`src/rtl/wb_write_buffer.sv`:
```
// wb_write_buffer: circular FIFO that holds register-file writebacks and
// drains them one per cycle into the register-file write port, with an
// optional bypass lookup so readers see values still sitting in the buffer.
//
// Optional feature macro: WB_BYPASS_EN (bypass comparators and muxes). When
// it is undefined, the bypass outputs are tied to zero and the FIFO behaves
// identically.
//
// Ports:
//   clk                       clock, all state updates on its rising edge
//   rst                       synchronous active-low reset
//   in_valid / in_ready       writeback handshake from the pipeline
//   in_addr / in_data         destination index / value (index 0 is discarded)
//   drain_hold                while high, the head entry is not written
//   WriteEnable               register-file write strobe (head presented)
//   Address3 / WriteData      register-file write index / value
//   Address1 / Address2       bypass lookup indices (shared with read ports)
//   Bypass1Hit / Bypass2Hit   a held entry matches the lookup index
//   Bypass1Data / Bypass2Data youngest matching value, 0 on miss
//   count                     number of entries held (0..DEPTH)
module wb_write_buffer #(
  parameter int unsigned DEPTH = 4
) (
  input  logic                       clk,
  input  logic                       rst,
  input  logic                       in_valid,
  output logic                       in_ready,
  input  logic [4:0]                 in_addr,
  input  logic [31:0]                in_data,
  input  logic                       drain_hold,
  output logic                       WriteEnable,
  output logic [4:0]                 Address3,
  output logic [31:0]                WriteData,
  input  logic [4:0]                 Address1,
  input  logic [4:0]                 Address2,
  output logic                       Bypass1Hit,
  output logic                       Bypass2Hit,
  output logic [31:0]                Bypass1Data,
  output logic [31:0]                Bypass2Data,
  output logic [$clog2(DEPTH):0]     count
);

  localparam int unsigned AW = 5;
  localparam int unsigned DW = 32;
  localparam int unsigned PW = $clog2(DEPTH);
  localparam int unsigned CW = PW + 1;

  typedef struct packed {
    logic [AW-1:0] addr;
    logic [DW-1:0] data;
  } entry_t;

  entry_t        mem [DEPTH];
  logic [PW-1:0] wr_ptr;
  logic [PW-1:0] rd_ptr;
  logic [CW-1:0] cnt;
  logic          accept;
  logic          push;
  logic          pop;

  // Handshake, enqueue/dequeue decisions and head presentation. Everything is
  // gated by rst so nothing is accepted or written during a reset cycle.
  always_comb begin
    in_ready    = 1'b1;
    accept      = 1'b0;
    push        = 1'b0;
    pop         = 1'b0;
    WriteEnable = 1'b0;
    Address3    = '0;
    WriteData   = '0;
    if (rst) begin
      in_ready = (cnt != CW'(DEPTH));
      accept   = in_valid && in_ready;
      push     = accept && (in_addr != '0);
      pop      = (cnt != '0) && !drain_hold;
    end
    if (pop) begin
      WriteEnable = 1'b1;
      Address3    = mem[rd_ptr].addr;
      WriteData   = mem[rd_ptr].data;
    end
  end

  // Entry storage; contents need no reset since occupancy is tracked by cnt.
  always_ff @(posedge clk) begin
    if (push) begin
      mem[wr_ptr] <= '{addr: in_addr, data: in_data};
    end
  end

  // Pointers wrap naturally because DEPTH is a power of two.
  always_ff @(posedge clk) begin
    if (!rst) begin
      wr_ptr <= '0;
      rd_ptr <= '0;
      cnt    <= '0;
    end else begin
      if (push) begin
        wr_ptr <= wr_ptr + PW'(1);
      end
      if (pop) begin
        rd_ptr <= rd_ptr + PW'(1);
      end
      case ({push, pop})
        2'b10:   cnt <= cnt + CW'(1);
        2'b01:   cnt <= cnt - CW'(1);
        default: cnt <= cnt;
      endcase
    end
  end

  assign count = cnt;

`ifdef WB_BYPASS_EN
  logic [PW-1:0] idx;

  // Scan oldest to youngest so the last match (youngest) wins; the head
  // being written this cycle is still a held entry and may hit.
  always_comb begin
    idx         = '0;
    Bypass1Hit  = 1'b0;
    Bypass2Hit  = 1'b0;
    Bypass1Data = '0;
    Bypass2Data = '0;
    for (int unsigned k = 0; k < DEPTH; k++) begin
      idx = rd_ptr + PW'(k);
      if (CW'(k) < cnt) begin
        if ((Address1 != '0) && (mem[idx].addr == Address1)) begin
          Bypass1Hit  = 1'b1;
          Bypass1Data = mem[idx].data;
        end
        if ((Address2 != '0) && (mem[idx].addr == Address2)) begin
          Bypass2Hit  = 1'b1;
          Bypass2Data = mem[idx].data;
        end
      end
    end
    if (!rst) begin
      Bypass1Hit  = 1'b0;
      Bypass2Hit  = 1'b0;
      Bypass1Data = '0;
      Bypass2Data = '0;
    end
  end
`else
  assign Bypass1Hit  = 1'b0;
  assign Bypass2Hit  = 1'b0;
  assign Bypass1Data = '0;
  assign Bypass2Data = '0;
`endif

endmodule

```
`config.mk`:
```
export PLATFORM = sky130hd
export DESIGN_NAME = wb_write_buffer
export DESIGN_NICKNAME = d
export VERILOG_FILES = /design/src/rtl/wb_write_buffer.sv
export SDC_FILE = /design/constraint.sdc
export NUM_CORES = 1
export LEC_CHECK = 0
export CORE_ASPECT_RATIO = 1.2
export CORE_UTILIZATION = 40
export CTS_BUF_LIST = sky130_fd_sc_hd__clkbuf_8
export DETAILED_ROUTE_END_ITERATION = 6
export PLACE_DENSITY_LB_ADDON = 0.3
export SLEW_MARGIN = 20
export SYNTH_ARGS = -nofsm -noshare
export SYNTH_HDL_FRONTEND = slang
export SYNTH_SLANG_ARGS = --single-unit
export TNS_END_PERCENT = 10
```
`constraint.sdc`:
```
create_clock -name clk -period 6.6 [get_ports clk]
set_input_delay 0.99 -clock clk [delete_from_list [all_inputs] [get_ports clk]]
set_output_delay 0.99 -clock clk [all_outputs]
set_load 0.1 [all_outputs]
```
==> impl_metrics.tcl <==
set metrics [dict create \
    status "complete, no violations" \
    clkSinkCount 157 \
    ys_ff_latch 157 \
    critPathArrivalTime_ps 3590 \
    peakVddDrop_mv 0.198 \
    avgSynthCellArea_um2 18.3 \
    critical_path_class "in -> out" \
    holdPathStages 1 \
    die_x_um 119 \
    syn_inst 362 \
    clock_skew_ps 8.74 \
    h-tree-depth 4 \
    drive_gt1_share_pct 17.7 \
    ctsResizeCount 0 \
    synth_top_area_share_pct 67.3 \
    rr_endpoint "count[2]" \
    num_antenna_cells 0 \
    fin_setup_tns_ps 0 \
    synth_warnings 0 \
    cts_tree "yes" \
    ys_seq_area_share_pct 70.0 \
    holdCritStartpoint "rd_ptr[1]" \
    cts_root_buf "clkbuf_8" \
    grt_setup_unrepaired "no" \
    drv_slew 0 \
    core_mm2 0.0162 \
    antenna_found_initial 0 \
    async_reset_ff_share_pct 0 \
    regToRegStartpoint "count[2]" \
    synth_most_common_cell "edfxtp_1" \
    drtPass1Iterations 4 \
    hold_class "reg -> reg" \
    final_area_mm2 0.00774 \
    insertion_delay_ps 440 \
    via_per_inst 4.75 \
    pin_count 159 \
    critPathRequiredTime_ps 5610 \
    post-route-period-util_pct 69.3 \
    fin_ws_ps 2020 \
    finalWeightedCongestion 0.698 \
    rrSetupSlack_ps 4150 \
    cts_max_path_buffers 2 \
    dp_cells 642 \
    drv_cap 0 \
    overflow 0 \
    finalHoldViolCount 0 \
    cp-start-kind "input pin" \
    fin_crit_ps 4580 \
    synth_ff_type "edfxtp_1" \
    drt_iter0_drc 128 \
    final_cells 674 \
    numPortBuffers 82 \
    p_per_area_mw_per_mm2 289 \
    synthToLayoutAreaGrowth_pct 17.1 \
    post_cts_buffers 0 \
    post_drt_wl_per_cell_um 17.6 \
    synth_area_leaders "edfxtp_1, mux4_2, buf_4" \
    fin_nets 506 \
    start_util_pct 40.8 \
    netlist_area_mm2 0.00661 \
    relSlewSlack_pct 28.7 \
    rows 51 \
    grt_usage_pct 15.1 \
    grt_pass1_wl_um 18700 \
    grt_pass1_vias 3402 \
    die-area_mm2 0.0170 \
    grt_max_degree 40 \
    vias 3202 \
    routed_wl_um 11800 \
    timing.fmax_mhz 219 \
    synth_area_leader_cell "edfxtp_1" \
    setup_viol 0 \
    synth.distinct_cells 30 \
    cts_inserted_buffers 17 \
    holdBufCountCts 0 \
    die-height_um 143 \
    fill_cells 1387 \
    drc 0 \
    placed_area_mm2 0.00738 \
    rr_worst_depth 9 \
    cts.clk_slew.worst_paths_ps 80 \
    power_leakage_nw 2.69 \
    dpl.hpwl_um 6750 \
    worst-path-max-fanout 39 \
    ant_nets 0 \
    endpoint_kind "output port" \
    place_ws_ps 2010 \
    yosys-top-cells-count "edfxtp_1, buf_4, and3_1, mux4_2, dfxtp_1" \
    synth_edf_count 148 \
    tightest_slew_ps 1070 \
    hold_slack_ps 463 \
]
## worst max-delay path by stage
stage / startpoint / end / slack [ps] / cells past startpoint
2_1_floorplan: count[0] / count[2] / 3120 / 10
3_3_place_gp: rst / WriteData[24] / 2040 / 5
3_5_place_dp: rst / WriteData[24] / 2010 / 5
4_1_cts: flip-flop / WriteData[27] / 2000 / 4
5_1_grt: flip-flop / WriteData[27] / 1860 / 4
6_report: rst / WriteData[7] / 2020 / 5
## power by group
group          internal (mW)  switching (mW)
Clock                  0.271           0.378
Sequential              1.13          0.0180
Combinational         0.0954           0.349
Total                   1.49           0.744
## logic make-up (layout without fill, tap and decap cells)
kind of cell             count (synthesis)  after routing  share of synthesized area [%]
AND/OR/NAND/NOR                         58             58                           5.26
XOR/XNOR                                 2              2                          0.265
flip-flops                             157            157                           70.0
AO/OA/AOI/OAI                            7              7                          0.644
multiplexers                            40             40                           13.1
other                                    1             66                         0.0568
adder cells (fa/ha/maj)                  6              6                           1.25
buffers and inverters                   91            126                           9.47
## cell type report
class	instances	area [µm²]	share of cell area, %
flip-flops and latches	157	4630	59.8
multi-input cells	179	1610	20.8
clock inverters	15	126	1.63
clock buffers	17	234	3.02
repair buffers	85	843	10.9
well taps	212	265	3.43
inverters	9	35.0	0.453
## cell usage in the layout, fill, tap and decap left out, types with 4 or more instances in the layout
cell type / n
a21oi_1: 4
and3_1: 37
clkbuf_8: 17
clkdlybuf4s50_1: 82
conb_1: 66
dfxtp_1: 7
edfxtp_1: 148
ha_1: 5
inv_1: 8
inv_6: 7
mux4_2: 37
nand2_1: 4
## stage by stage
stage	total power, mW	util [%]
3_5_place_dp	1.62	45.5
4_1_cts	2.27	47.7
6_report	2.24	47.8
5_1_grt	2.32	47.8
2_1_floorplan	1.55	-
3_3_place_gp	1.61	45.5
## sequential cells by signal, summed over array words and instances, names as in the netlist, named ones only
register  cells
rd_ptr        2
wr_ptr        2
count         3
mem         148
## layer usage
| metal | GRT usage, % | up-vias | share of wire, % |
|---|---|---|---|
| li1 | - | 1444 | - |
| met1 | 17.6 | 1621 | 41 |
| met2 | 25.7 | 125 | 51 |
| met3 | 5.35 | 12 | 6.2 |
| met4 | 5.53 | 0 | 1.2 |
| met5 | 0 | - | 0 |
## worst max-delay path: stages
cell and delay (ps):
clkdlybuf4s50_1 620, and2b_1 170, buf_4 380, and3_1 260, clkdlybuf4s50_1 1150
Note: power is estimated with default switching activity, not from simulation.
